[src/rtl/br_resolve_pkg.sv]
// Shared types for the branch-resolution unit. The enums carry the core's rv32i_types encodings.
package br_resolve_pkg;

  typedef enum logic [2:0] {
    beq  = 3'b000,
    bne  = 3'b001,
    blt  = 3'b100,
    bge  = 3'b101,
    bltu = 3'b110,
    bgeu = 3'b111
  } branch_funct3_t;

  typedef enum logic {
    rs2_out = 1'b0,
    i_imm   = 1'b1
  } cmpmux_sel_t;

  // Bit positions inside the packed stage payload {redirect_pc, illegal, mispredict, taken}.
  localparam int unsigned TakenBit = 0;
  localparam int unsigned MispBit  = 1;
  localparam int unsigned IllBit   = 2;
  localparam int unsigned PcLsb    = 3;

endpackage

[src/rtl/br_resolve_if.sv]
// Request/result handshake bundle between the EX operand mux, br_resolve and fetch redirect.
interface br_resolve_if #(
  parameter int unsigned WIDTH = 32
);
  import br_resolve_pkg::*;

  logic             in_valid;
  logic             in_ready;
  branch_funct3_t   in_op;
  cmpmux_sel_t      in_sel;
  logic [WIDTH-1:0] in_a;
  logic [WIDTH-1:0] in_b;
  logic [WIDTH-1:0] in_imm;
  logic             in_pred_taken;
  logic [WIDTH-1:0] in_target;
  logic [WIDTH-1:0] in_fallthru;

  logic             out_valid;
  logic             out_ready;
  logic             out_taken;
  logic             out_mispredict;
  logic             out_illegal;
  logic [WIDTH-1:0] out_redirect_pc;

  modport master (
    output in_valid, in_op, in_sel, in_a, in_b, in_imm, in_pred_taken, in_target, in_fallthru,
    input  in_ready,
    input  out_valid, out_taken, out_mispredict, out_illegal, out_redirect_pc,
    output out_ready
  );

  modport slave (
    input  in_valid, in_op, in_sel, in_a, in_b, in_imm, in_pred_taken, in_target, in_fallthru,
    output in_ready,
    output out_valid, out_taken, out_mispredict, out_illegal, out_redirect_pc,
    input  out_ready
  );

endinterface

[src/rtl/br_pipe_slice.sv]
// One valid/ready register slice with flush; ready passes through combinationally.
module br_pipe_slice #(
  parameter int unsigned WIDTH = 35
) (
  input  logic             clk_i,
  input  logic             rst_i,
  input  logic             flush_i,
  input  logic             valid_i,
  output logic             ready_o,
  input  logic [WIDTH-1:0] data_i,
  output logic             valid_o,
  input  logic             ready_i,
  output logic [WIDTH-1:0] data_o
);

  logic             valid_q, valid_d;
  logic [WIDTH-1:0] data_q, data_d;

  assign ready_o = !valid_q || ready_i;

  always_comb begin
    valid_d = valid_q;
    data_d  = data_q;
    if (ready_o) begin
      valid_d = valid_i;
      if (valid_i) begin
        data_d = data_i;
      end
    end
    if (flush_i) begin
      valid_d = 1'b0;
    end
  end

  always_ff @(posedge clk_i) begin
    if (rst_i) begin
      valid_q <= 1'b0;
      data_q  <= '0;
    end else begin
      valid_q <= valid_d;
      data_q  <= data_d;
    end
  end

  assign valid_o = valid_q;
  assign data_o  = data_q;

endmodule

[src/rtl/br_resolve.sv]
// Pipelined branch resolution: compare, predict-check, redirect, plus saturating retire counters.
module br_resolve
  import br_resolve_pkg::*;
#(
  parameter int unsigned WIDTH  = 32,
  parameter int unsigned STAGES = 1,
  parameter int unsigned CNT_W  = 32
) (
  input  logic             clk_i,
  input  logic             rst_i,
  input  logic             flush_i,
  input  logic             cnt_clear_i,
  br_resolve_if.slave      br_io,
  output logic [CNT_W-1:0] br_count_o,
  output logic [CNT_W-1:0] mispred_count_o
);

  localparam int unsigned PayloadW = 3 + WIDTH;
  localparam logic [CNT_W-1:0] CntOne = CNT_W'(1);

  logic [WIDTH-1:0]    arg2;
  logic                taken, illegal, mispredict;
  logic [WIDTH-1:0]    redirect_pc;
  logic [PayloadW-1:0] payload_in;

  always_comb begin
    arg2    = (br_io.in_sel == rs2_out) ? br_io.in_b : br_io.in_imm;
    taken   = 1'b0;
    illegal = 1'b0;
    case (br_io.in_op)
      beq:     taken = (br_io.in_a == arg2);
      bne:     taken = (br_io.in_a != arg2);
      blt:     taken = ($signed(br_io.in_a) <  $signed(arg2));
      bge:     taken = ($signed(br_io.in_a) >= $signed(arg2));
      bltu:    taken = (br_io.in_a <  arg2);
      bgeu:    taken = (br_io.in_a >= arg2);
      default: illegal = 1'b1;
    endcase
    mispredict  = !illegal && (taken != br_io.in_pred_taken);
    redirect_pc = taken ? br_io.in_target : br_io.in_fallthru;
  end

  assign payload_in = {redirect_pc, illegal, mispredict, taken};

  logic                valid_s [STAGES+1];
  logic                ready_s [STAGES+1];
  logic [PayloadW-1:0] data_s  [STAGES+1];

  assign valid_s[0]      = br_io.in_valid && !flush_i;
  assign data_s[0]       = payload_in;
  assign br_io.in_ready  = !flush_i && ready_s[0];
  assign ready_s[STAGES] = br_io.out_ready;

  for (genvar g = 0; g < STAGES; g++) begin : g_stage
    br_pipe_slice #(
      .WIDTH (PayloadW)
    ) u_slice (
      .clk_i   (clk_i),
      .rst_i   (rst_i),
      .flush_i (flush_i),
      .valid_i (valid_s[g]),
      .ready_o (ready_s[g]),
      .data_i  (data_s[g]),
      .valid_o (valid_s[g+1]),
      .ready_i (ready_s[g+1]),
      .data_o  (data_s[g+1])
    );
  end

  assign br_io.out_valid       = valid_s[STAGES];
  assign br_io.out_taken       = data_s[STAGES][TakenBit];
  assign br_io.out_mispredict  = data_s[STAGES][MispBit];
  assign br_io.out_illegal     = data_s[STAGES][IllBit];
  assign br_io.out_redirect_pc = data_s[STAGES][PayloadW-1:PcLsb];

  logic             out_hs;
  logic [CNT_W-1:0] br_cnt_q, br_cnt_d, mp_cnt_q, mp_cnt_d;

  assign out_hs = br_io.out_valid && br_io.out_ready;

  // Clear wins over a same-cycle retire; increments stop at all-ones.
  always_comb begin
    br_cnt_d = br_cnt_q;
    mp_cnt_d = mp_cnt_q;
    if (cnt_clear_i) begin
      br_cnt_d = '0;
      mp_cnt_d = '0;
    end else if (out_hs) begin
      if (!br_io.out_illegal && (br_cnt_q != '1)) begin
        br_cnt_d = br_cnt_q + CntOne;
      end
      if (br_io.out_mispredict && (mp_cnt_q != '1)) begin
        mp_cnt_d = mp_cnt_q + CntOne;
      end
    end
  end

  always_ff @(posedge clk_i) begin
    if (rst_i) begin
      br_cnt_q <= '0;
      mp_cnt_q <= '0;
    end else begin
      br_cnt_q <= br_cnt_d;
      mp_cnt_q <= mp_cnt_d;
    end
  end

  assign br_count_o      = br_cnt_q;
  assign mispred_count_o = mp_cnt_q;

endmodule

[src/flat_wrapper.sv]
// flat-port wrapper written by rule: the top's interface ports become plain ports
module br_resolve_flat import br_resolve_pkg::*;
#(
  parameter int unsigned WIDTH  = 32,
  parameter int unsigned STAGES = 1,
  parameter int unsigned CNT_W  = 32
)
  (clk_i, rst_i, flush_i, cnt_clear_i, br_count_o, mispred_count_o, br_io_in_valid, br_io_in_op, br_io_in_sel, br_io_in_a, br_io_in_b, br_io_in_imm, br_io_in_pred_taken, br_io_in_target, br_io_in_fallthru, br_io_in_ready, br_io_out_valid, br_io_out_taken, br_io_out_mispredict, br_io_out_illegal, br_io_out_redirect_pc, br_io_out_ready);
  br_resolve_if #(.WIDTH(WIDTH)) br_io_i ();
  input  logic clk_i;
  input  logic rst_i;
  input  logic flush_i;
  input  logic cnt_clear_i;
  output logic [CNT_W-1:0] br_count_o;
  output logic [CNT_W-1:0] mispred_count_o;
  input wire logic [$bits(br_io_i.in_valid)-1:0] br_io_in_valid;
  input wire logic [$bits(br_io_i.in_op)-1:0] br_io_in_op;
  input wire logic [$bits(br_io_i.in_sel)-1:0] br_io_in_sel;
  input wire logic [$bits(br_io_i.in_a)-1:0] br_io_in_a;
  input wire logic [$bits(br_io_i.in_b)-1:0] br_io_in_b;
  input wire logic [$bits(br_io_i.in_imm)-1:0] br_io_in_imm;
  input wire logic [$bits(br_io_i.in_pred_taken)-1:0] br_io_in_pred_taken;
  input wire logic [$bits(br_io_i.in_target)-1:0] br_io_in_target;
  input wire logic [$bits(br_io_i.in_fallthru)-1:0] br_io_in_fallthru;
  output wire logic [$bits(br_io_i.in_ready)-1:0] br_io_in_ready;
  output wire logic [$bits(br_io_i.out_valid)-1:0] br_io_out_valid;
  output wire logic [$bits(br_io_i.out_taken)-1:0] br_io_out_taken;
  output wire logic [$bits(br_io_i.out_mispredict)-1:0] br_io_out_mispredict;
  output wire logic [$bits(br_io_i.out_illegal)-1:0] br_io_out_illegal;
  output wire logic [$bits(br_io_i.out_redirect_pc)-1:0] br_io_out_redirect_pc;
  input wire logic [$bits(br_io_i.out_ready)-1:0] br_io_out_ready;
  assign br_io_i.in_valid = br_io_in_valid;
  assign br_io_i.in_op = br_io_in_op;
  assign br_io_i.in_sel = br_io_in_sel;
  assign br_io_i.in_a = br_io_in_a;
  assign br_io_i.in_b = br_io_in_b;
  assign br_io_i.in_imm = br_io_in_imm;
  assign br_io_i.in_pred_taken = br_io_in_pred_taken;
  assign br_io_i.in_target = br_io_in_target;
  assign br_io_i.in_fallthru = br_io_in_fallthru;
  assign br_io_in_ready = br_io_i.in_ready;
  assign br_io_out_valid = br_io_i.out_valid;
  assign br_io_out_taken = br_io_i.out_taken;
  assign br_io_out_mispredict = br_io_i.out_mispredict;
  assign br_io_out_illegal = br_io_i.out_illegal;
  assign br_io_out_redirect_pc = br_io_i.out_redirect_pc;
  assign br_io_i.out_ready = br_io_out_ready;
  br_resolve #(.WIDTH(WIDTH), .STAGES(STAGES), .CNT_W(CNT_W)) u_core (.clk_i(clk_i), .rst_i(rst_i), .flush_i(flush_i), .cnt_clear_i(cnt_clear_i), .br_io(br_io_i), .br_count_o(br_count_o), .mispred_count_o(mispred_count_o));
endmodule
[config.mk]
export PLATFORM = sky130hd
export DESIGN_NAME = br_resolve_flat
export DESIGN_NICKNAME = d
export VERILOG_FILES = /design/src/rtl/br_resolve_pkg.sv /design/src/rtl/br_resolve_if.sv /design/src/rtl/br_pipe_slice.sv /design/src/rtl/br_resolve.sv /design/src/flat_wrapper.sv
export SDC_FILE = /design/constraint.sdc
export NUM_CORES = 1
export LEC_CHECK = 0
export BUFFER_PORTS_ARGS = -buffer_cell sky130_fd_sc_hd__clkbuf_2
export CELL_PAD_IN_SITES_DETAIL_PLACEMENT = 1
export CELL_PAD_IN_SITES_GLOBAL_PLACEMENT = 2
export CORE_UTILIZATION = 30
export CTS_CLUSTER_SIZE = 20
export DETAILED_ROUTE_END_ITERATION = 10
export PLACE_DENSITY_LB_ADDON = 0.1
export SYNTH_ARGS = -nofsm -noshare
export SYNTH_HDL_FRONTEND = slang
export SYNTH_HIERARCHICAL = 1
export SYNTH_SLANG_ARGS = --single-unit
[constraint.sdc]
create_clock -name clk_i -period 9.1 [get_ports clk_i]
set_input_delay 1.365 -clock clk_i [delete_from_list [all_inputs] [get_ports clk_i]]
set_output_delay 1.365 -clock clk_i [all_outputs]
set_load 0.005 [all_outputs]
==> results.sh, run 1 <==
export IMPL_synth_edf_count=0
export IMPL_syn_inst=690
export IMPL_post_cts_resized=0
export IMPL_syn_nets=895
export IMPL_htreeDepth=3
export IMPL_vias_per_cell=4.935
export IMPL_grt_pass1_wl_um=32140
export IMPL_ys_seq_elements=100
export IMPL_seqPwrFrac=0.428
export IMPL_die_h_um=147.8
export IMPL_track_usage=0.1844
export IMPL_critPathArrivalTime_ps=5180
export IMPL_min_path_type="reg -> reg"
export IMPL_r2r_start="u_core/mispred_count_o[24]"
export IMPL_yosysWarningCount=6
export IMPL_synthFlopType="dfxtp_1"
export IMPL_relSlewSlack=0.3248
export IMPL_ir_drop_uv=73.77
export IMPL_wl_um=19750
export IMPL_finalCritPeriodShare=0.5457
export IMPL_setup_viol=0
export IMPL_syn_cell_area_mm2=0.006381
export IMPL_syn_avg_cell_area_um2=9.248
export IMPL_worst_slew_pin_transition_ps=1013
export IMPL_grt_start_max_net_pins=71
export IMPL_met3_length_um=1421
export IMPL_drc=0
export IMPL_diodes=0
export IMPL_drt_iter0_drc=220
export IMPL_hpwl_um=15340
export IMPL_max_cap_viol_count=0
export IMPL_die_w_um=147.8
export IMPL_intPower_mw=0.7717
export IMPL_ff2ff_setup_slack_ps=6530
export IMPL_cts_root_buf="clkbuf_16"
export IMPL_r2r_end="u_core/mispred_count_o[19]"
export IMPL_tritoncts="yes"
export IMPL_fin_crit_ps=4966
export IMPL_cp_required_ps=9310
export IMPL_port_buffers=271
export IMPL_rsz0062_at_grt="false"
export IMPL_syn_to_final_growth_pct=28.39
export IMPL_final_common_cell="clkbuf_2"
export IMPL_crit_path_start_kind="primary input"
export IMPL_numCtsBuffers=9
export IMPL_wl_per_cell_um=16.27
export IMPL_hold_depth=2
export IMPL_post_cts_buffers=0
export IMPL_clock_sinks=100
export IMPL_crit_fanout=34
export IMPL_pwr_share_clk=0.381
export IMPL_power_density_mw_per_mm2=128.8
export IMPL_p_leak_nw=3.685
export IMPL_drt_met1_wl_um=8120
export IMPL_crit_start="br_io_in_sel"
export IMPL_seq_area_frac_synth=0.3137
export IMPL_finalSetupTns_ps=0
export IMPL_clockBufferDepth=2
export IMPL_p_sw_mw=0.2836
export IMPL_combPwrFrac=0.191
export IMPL_grt_pass1_vias=6381
export IMPL_path_clk_slew_ps=70
export IMPL_dr_wl_met2_um=9776
export IMPL_drt_pre_antenna_iters=4
export IMPL_end_kind="flip-flop"
export IMPL_fin_skew_ps=11.08
export IMPL_ys_types=56
export IMPL_min_to="u_core/g_stage[0].u_slice/data_o[34]"
export IMPL_num_rows=52
export IMPL_hp_start="u_core/g_stage[0].u_slice/data_o[34]"
export IMPL_clock_latency_ps=350
export IMPL_fmax_mhz=201.4
export IMPL_fill_cells=2485
export IMPL_drive_above_1_share=0.3930
export IMPL_initial_utilization=0.3104
export IMPL_antenna_found_initial=1
export IMPL_cts_hold_buf=0
export IMPL_worstRegToRegCells=7
export IMPL_finalHoldViolations=0
export IMPL_die_area_mm2=0.02186
export IMPL_final_max_slew_viol_count=0
export IMPL_final_cell_mix="271 x clkbuf_2, 100 x dfxtp_1, 67 x nor2_1"
export IMPL_overflow=0
export IMPL_outcome="finished clean"
export IMPL_num_nets_final=1144
export IMPL_crit_type="in -> reg"
export IMPL_vias=5991
export IMPL_finalNonFillerCells=1214
export IMPL_swShare=0.2687
export IMPL_gp_congestion=0.8316
export IMPL_ios=272
export IMPL_postRouteAntennaNets=0
export IMPL_top_layer_used="met5"
export IMPL_async_flop_share=0
export IMPL_core_area_mm2=0.02056
export IMPL_post_place_cells=1198
## cell usage after synthesis, drive strengths merged, types with 7 or more instances
cell / n / share of area
clkbuf: 16 / 0.0094
nand4: 30 / 0.029
buf: 22 / 0.027
xor2: 36 / 0.049
dfxtp: 100 / 0.31
nand2: 38 / 0.022
mux2i: 34 / 0.053
and3: 12 / 0.012
a21oi: 52 / 0.060
ha: 34 / 0.067
nand3: 50 / 0.039
and2: 7 / 0.0073
and4: 10 / 0.014
inv: 13 / 0.0076
nor3: 16 / 0.015
mux2: 34 / 0.076
xnor2: 18 / 0.025
nand2b: 7 / 0.0080
or3: 8 / 0.0078
o21ai: 13 / 0.010
a21bo: 32 / 0.050
nor2: 67 / 0.039
## critical path, cell delays in order
cell and delay (ps):
clkbuf_2 750, mux2i_1 210, ha_1 400, nand4_1 200
nor3_2 370, a311oi_1 140, or3b_1 370, o211a_1 150
o211ai_4 80, buf_4 520, mux2_2 400, nand3_1 110
a21oi_2 70
## kinds of logic (layout without fill, tap and decap cells)
group	Yosys count	count (layout)	share of synthesized area
and+or+nand+nor	262	262	0.2133
AOI/OAI and AO/OA	121	121	0.1578
DFF	100	100	0.3137
muxes	68	68	0.1298
xor gates and xnor gates	54	54	0.07412
buffers and inverters	51	305	0.04451
adders and majority gates	34	34	0.06667
## worst max path at each step
stage | endpoint | slack [ps] | depth (start not counted)
floorplan | u_core/g_stage[0].u_slice/data_o[10] | 4620 | 14
detailed placement | u_core/g_stage[0].u_slice/data_o[3] | 3740 | 13
finish | u_core/g_stage[0].u_slice/data_o[3] | 4130 | 13
global placement | u_core/g_stage[0].u_slice/data_o[5] | 3840 | 13
global route | u_core/g_stage[0].u_slice/data_o[3] | 3810 | 13
CTS | u_core/g_stage[0].u_slice/data_o[3] | 4120 | 13
## power by group through the flow
stage / sequential, mW / combinational (mW) / clock (mW)
after floorplan: 0.462 / 0.135 / 0
after global placement: 0.462 / 0.198 / 0
after detailed placement: 0.462 / 0.205 / 0
after CTS: 0.452 / 0.206 / 0.424
after global routing: 0.453 / 0.224 / 0.438
final: 0.452 / 0.202 / 0.402
## final cells by class
class / instances / area, µm² / share of cell area
multi-input combinational: 539 / 4103 / 0.5008
clock buffer: 9 / 225.2 / 0.02749
timing repair buffer: 276 / 1394 / 0.1701
sequential: 100 / 2002 / 0.2443
inverter: 13 / 48.80 / 0.005956
clock inverter: 7 / 82.58 / 0.01008
tap: 270 / 337.8 / 0.04123
## state kept, by name, summed over array words and instances, names as in the netlist
signal                          flops
u_core/g_stage.u_slice/data_o      35
u_core/mispred_count_o             32
u_core/br_count_o                  32
u_core/g_stage.u_slice/valid_o      1
## per-stage QoR
stage | instance area [µm²] | worst slack (ps) | hold WS [ps] | total power [mW] | util
floorplan | 6381 | 4616 | 458.0 | 0.5965 | -
global placement | 7885 | 3844 | 455.2 | 0.6595 | 0.3835
detailed placement | 7885 | 3737 | 470.5 | 0.6666 | 0.3835
CTS | 8193 | 4123 | 489.1 | 1.081 | 0.3985
global route | 8193 | 3813 | 506.3 | 1.115 | 0.3985
finish | 8193 | 4134 | 482.6 | 1.055 | 0.3985
## layer usage
layer | track usage | vias to the layer above
met5 | 0 | -
met4 | 0.05722 | 2
met3 | 0.06389 | 26
met2 | 0.3290 | 169
met1 | 0.2044 | 2822
li1 | - | 2972
(Power assumes the default switching activity.)
==> run 2: changes to the inputs <==
CORE_UTILIZATION = 28   (was 30)
clock period = 4.67 ns   (was 9.1 ns; I/O delays follow)
==> run 2 against run 1 <==
Clock-buffer cell count grew 2. Critical path type unchanged. Sequential power rose by 95%. Wire length increased by 2.7%. Worst hold slack worse by 2.3 ps. Combinational power is 98% higher. Via count rose by 0.50%.
==> results.sh, run 2 (same netlist as run 1, synthesis figures left out) <==
export IMPL_crit_type="in -> reg"
export IMPL_fin_crit_ps=3910
export IMPL_crit_fanout=34
export IMPL_final_max_slew_viol_count=0
export IMPL_utilization=0.3719
export IMPL_numCtsBuffers=9
export IMPL_post_cts_resized=0
export IMPL_intPower_mw=1.468
export IMPL_pwr_share_clk=0.369
export IMPL_syn_to_final_growth_pct=28.76
export IMPL_r2r_end="u_core/mispred_count_o[25]"
export IMPL_drive_above_1_share=0.3926
export IMPL_grt_pass1_vias=6385
export IMPL_whs_ps=480.3
export IMPL_cts_hold_buf=0
export IMPL_crit_start="br_io_in_sel"
export IMPL_drc=0
export IMPL_htreeDepth=3
export IMPL_num_rows=54
export IMPL_postRouteAntennaNets=0
export IMPL_seqPwrFrac=0.434
export IMPL_ir_drop_uv=203.6
export IMPL_combPwrFrac=0.197
export IMPL_final_cell_mix="271 x clkbuf_2, 100 x dfxtp_1, 67 x nor2_1"
export IMPL_num_nets_final=1145
export IMPL_drt_iter0_drc=158
export IMPL_critPathArrivalTime_ps=4110
export IMPL_outcome="finished clean"
export IMPL_final_common_cell="clkbuf_2"
export IMPL_crit_path_start_kind="primary input"
export IMPL_hpwl_um=15880
export IMPL_antenna_found_initial=0
export IMPL_die_w_um=153.0
export IMPL_tritoncts="yes"
export IMPL_initial_utilization=0.2888
export IMPL_ff2ff_setup_slack_ps=2090
export IMPL_rsz0062_at_grt="false"
export IMPL_overflow=0
export IMPL_critPathCapture="u_core/g_stage[0].u_slice/data_o[4]"
export IMPL_min_path_type="reg -> reg"
export IMPL_pre_cts_slack_ps=446.2
export IMPL_fin_skew_ps=14.74
export IMPL_post_cts_buffers=0
export IMPL_cp_required_ps=4870
export IMPL_finalHoldViolations=0
export IMPL_relSlewSlack=0.4804
export IMPL_port_buffers=271
export IMPL_setup_viol=0
export IMPL_clockBufferDepth=2
export IMPL_swShare=0.2760
export IMPL_path_clk_slew_ps=60
export IMPL_track_usage=0.1733
export IMPL_r2r_start="u_core/mispred_count_o[24]"
export IMPL_cts_root_buf="clkbuf_16"
export IMPL_finalCritPeriodShare=0.8372
export IMPL_vias_per_cell=4.915
export IMPL_max_cap_viol_count=0
export IMPL_grt_pass1_wl_um=32660
export IMPL_clock_sinks=100
export IMPL_die_area_mm2=0.02340
export IMPL_p_leak_nw=3.689
export IMPL_wl_per_cell_um=16.56
export IMPL_end_kind="flip-flop"
export IMPL_largest_reg_flops=35
export IMPL_grt_start_max_net_pins=71
export IMPL_p_sw_mw=0.5597
export IMPL_finalSetupTns_ps=0
export IMPL_ios=272
export IMPL_die_h_um=153.0
export IMPL_diodes=0
export IMPL_core_area_mm2=0.02209
export IMPL_wl_um=20280
export IMPL_clock_latency_ps=350
export IMPL_gp_congestion=0.7880
export IMPL_fmax_mhz=255.8
export IMPL_worstRegToRegCells=7
export IMPL_vias=6021
export IMPL_worst_slew_pin_transition_ps=779.3
export IMPL_power_density_mw_per_mm2=246.8
export IMPL_drt_pre_antenna_iters=4
export IMPL_setup_slack_ps=760.1
==> run 2: cell count changes in the layout (fill, tap and decap cells not counted), sizes merged <==
cell	previous run	this run
clkbuf	280	282
bufinv	1	0
clkinv	2	1
buf	5	6
==> run 2: metrics by stage <==
step	power, mW	std cells	cell area, µm²
3_5_place_dp	1.305	1209	7930
3_3_place_gp	1.292	1209	7930
5_1_grt	2.138	1225	8217
2_1_floorplan	1.162	690	6381
6_report	2.028	1225	8217
4_1_cts	2.067	1225	8217
==> run 2: worst min-delay path by stage <==
stage / start / to / slack (ps) / cells after the start
2_1_floorplan: u_core/g_stage[0].u_slice/data_o[30] / u_core/g_stage[0].u_slice/data_o[30] / 460 / 2
3_3_place_gp: u_core/g_stage[0].u_slice/data_o[34] / u_core/g_stage[0].u_slice/data_o[34] / 450 / 2
3_5_place_dp: u_core/g_stage[0].u_slice/data_o[30] / u_core/g_stage[0].u_slice/data_o[30] / 470 / 2
4_1_cts: u_core/g_stage[0].u_slice/data_o[30] / u_core/g_stage[0].u_slice/data_o[30] / 490 / 2
5_1_grt: u_core/g_stage[0].u_slice/data_o[34] / u_core/g_stage[0].u_slice/data_o[34] / 500 / 2
6_report: u_core/g_stage[0].u_slice/data_o[30] / u_core/g_stage[0].u_slice/data_o[30] / 480 / 2
==> run 2: power groups by stage <==
stage	logic [mW]	clock network, mW	registers, mW
floorplan	0.262	0	0.900
global placement	0.393	0	0.900
detailed placement	0.405	0	0.900
CTS	0.407	0.780	0.880
global route	0.441	0.815	0.883
finish	0.399	0.749	0.880
==> run 2: layout make-up <==
type	instances	area (µm²)
Fill cell	2671	13880
Multi-Input combinational cell	539	4103
Sequential cell	100	2002
Timing Repair Buffer	277	1426
Tap cell	280	350.3
Clock buffer	11	242.7
Inverter	13	48.80
Clock inverter	5	43.79
==> run 2: worst max-delay path, cell delays in order <==
cell and delay, ps:
clkbuf_2 500, buf_12 240, mux2i_1 270, ha_1 200, nand4_1 140, nor3_1 410, a311oi_1 160, or3b_1 380
o211a_1 150, o211ai_4 100, buf_12 280, mux2_2 380, nand3_1 100, a21oi_2 70
==> run 2: layer usage <==
metal  up-vias  track usage  wire length (µm)
met3        24      0.05841              1458
met4         0      0.05291               404
met2       167       0.3117             10070
met1      2853       0.1918              8346
li1       2977            -                 -
met5         -            0                 0
==> run 3: changes to the inputs <==
clock period = 3.8 ns   (was 4.67 ns; I/O delays follow)
==> run 3 against run 2 <==
Combinational power grew 23%. Sequential power up 23%. Register-to-register slack got worse by 860 ps. Highest routed layer is now met5.
==> results.sh, run 3 (same netlist as run 1, synthesis figures left out) <==
export IMPL_outcome="finished clean"
export IMPL_tritoncts="yes"
export IMPL_crit_type="in -> reg"
export IMPL_ir_drop_uv=156.5
export IMPL_core_area_mm2=0.02209
export IMPL_ios=272
export IMPL_vias=6011
export IMPL_port_buffers=271
export IMPL_hp_start="u_core/g_stage[0].u_slice/data_o[34]"
export IMPL_ff2ff_setup_slack_ps=1230
export IMPL_cts_hold_buf=0
export IMPL_grt_pass1_vias=6382
export IMPL_cpPeakStageDelay_ps=390
export IMPL_wl_per_cell_um=16.43
export IMPL_clock_sinks=100
export IMPL_worstRegToRegCells=7
export IMPL_antenna_found_initial=1
export IMPL_cts_root_buf="clkbuf_16"
export IMPL_grt_pass1_wl_um=32890
export IMPL_num_rows=54
export IMPL_initial_utilization=0.2888
export IMPL_cpMaxStageDelayCell="or3b_1"
export IMPL_relSlewSlack=0.4079
export IMPL_r2r_start="u_core/mispred_count_o[24]"
export IMPL_drc=0
export IMPL_power_density_mw_per_mm2=307.3
export IMPL_final_cell_mix="271 x clkbuf_2, 100 x dfxtp_1, 67 x nor2_1"
export IMPL_clockBufferDepth=2
export IMPL_num_nets_final=1147
export IMPL_path_clk_slew_ps=70
export IMPL_wl_um=20150
export IMPL_crit_fanout=34
export IMPL_largest_reg_flops=35
export IMPL_hold_depth=2
export IMPL_gp_congestion=0.7765
export IMPL_clock_latency_ps=350
export IMPL_die_w_um=153.0
export IMPL_max_cap_viol_count=0
export IMPL_end_kind="flip-flop"
export IMPL_critPathArrivalTime_ps=3580
export IMPL_setup_viol=0
export IMPL_finalHoldViolations=0
export IMPL_die_area_mm2=0.02340
export IMPL_drt_iter0_drc=209
export IMPL_die_h_um=153.0
export IMPL_critical_path_top_delay_family="simple AND/OR/NAND/NOR gates"
export IMPL_track_usage=0.1744
export IMPL_finalSetupTns_ps=0
export IMPL_htreeDepth=3
export IMPL_postRouteAntennaNets=0
export IMPL_min_to="u_core/g_stage[0].u_slice/data_o[34]"
export IMPL_fin_crit_ps=3369
export IMPL_worst_slew_pin_transition_ps=886.3
export IMPL_min_path_type="reg -> reg"
export IMPL_post_cts_resized=0
export IMPL_grt_start_max_net_pins=71
export IMPL_finalCritPeriodShare=0.8867
export IMPL_numCtsBuffers=9
export IMPL_drive_above_1_share=0.3943
export IMPL_hpwl_um=15800
export IMPL_power_mw=2.534
export IMPL_rsz0062_at_grt="false"
export IMPL_vias_per_cell=4.903
export IMPL_overflow=0
export IMPL_crit_path_start_kind="primary input"
export IMPL_crit_chain="clkbuf_2 > buf_4 > mux2i_1 > ha_1 > nand4_1 > nor3_1 > a311oi_1 > or3b_1 > o211a_1 > o211ai_4 > buf_12 > mux2_2 > nand3_1 > a21oi_2"
export IMPL_fin_skew_ps=8.143
export IMPL_fmax_mhz=296.8
export IMPL_r2r_end="u_core/mispred_count_o[4]"
export IMPL_syn_to_final_growth_pct=29.22
export IMPL_crit_start="br_io_in_sel"
export IMPL_final_max_slew_viol_count=0
export IMPL_diodes=0
export IMPL_cp_required_ps=4010
export IMPL_p_leak_nw=3.707
export IMPL_drt_pre_antenna_iters=4
export IMPL_final_common_cell="clkbuf_2"
export IMPL_path_buf_inv=3
export IMPL_post_cts_buffers=0
-- run 3: worst max path at each step --
stage | end | depth (start not counted)
floorplan | u_core/g_stage[0].u_slice/data_o[10] | 14
global placement | u_core/g_stage[0].u_slice/data_o[5] | 14
detailed placement | u_core/g_stage[0].u_slice/data_o[4] | 14
CTS | u_core/g_stage[0].u_slice/data_o[4] | 14
global route | u_core/g_stage[0].u_slice/data_o[4] | 14
finish | u_core/g_stage[0].u_slice/data_o[4] | 14
-- run 3: per-layer routing --
metal	GRT usage	part of all wire	up-vias	wire (µm)
met5	0	0.00065	-	13
met4	0.04762	0.015	2	311
met3	0.05727	0.069	21	1394
met2	0.3163	0.51	167	10190
met1	0.1939	0.41	2845	8240
li1	-	-	2976	-
-- run 3: layout make-up --
| type | count | area (µm²) |
|---|---|---|
| clock buffer | 10 | 239.0 |
| multi-input combinational | 539 | 4103 |
| sequential | 100 | 2002 |
| timing repair buffer | 279 | 1441 |
| clock inverter | 5 | 61.31 |
| tap | 280 | 350.3 |
| inverter | 13 | 48.80 |
| fill | 2632 | 13850 |
-- run 3: where the power goes --
group          internal, mW  switching, mW
Clock                 0.530          0.432
Combinational         0.265          0.224
Sequential             1.07         0.0131
Total                  1.86          0.669
-- run 3: metrics by stage --
step	setup slack (ps)	utilization	instance area, µm²	hold WS [ps]	instances
after CTS	408.2	0.3732	8245	477.4	1226
final	430.7	0.3732	8245	477.0	1226
after floorplan	110.6	-	6381	458.0	690
after detailed placement	37.14	0.3596	7945	463.6	1211
after global routing	193.7	0.3732	8245	485.8	1226
after global placement	129.4	0.3596	7945	453.8	1211
-- run 3: worst register-to-register path: stages, from the launching register on --
cell,delay (ps)
dfxtp_1,430
and4_1,290
nand4_1,210
nor4_1,580
a21oi_1,380
and4_1,330
xnor2_1,160
nor2_1,50
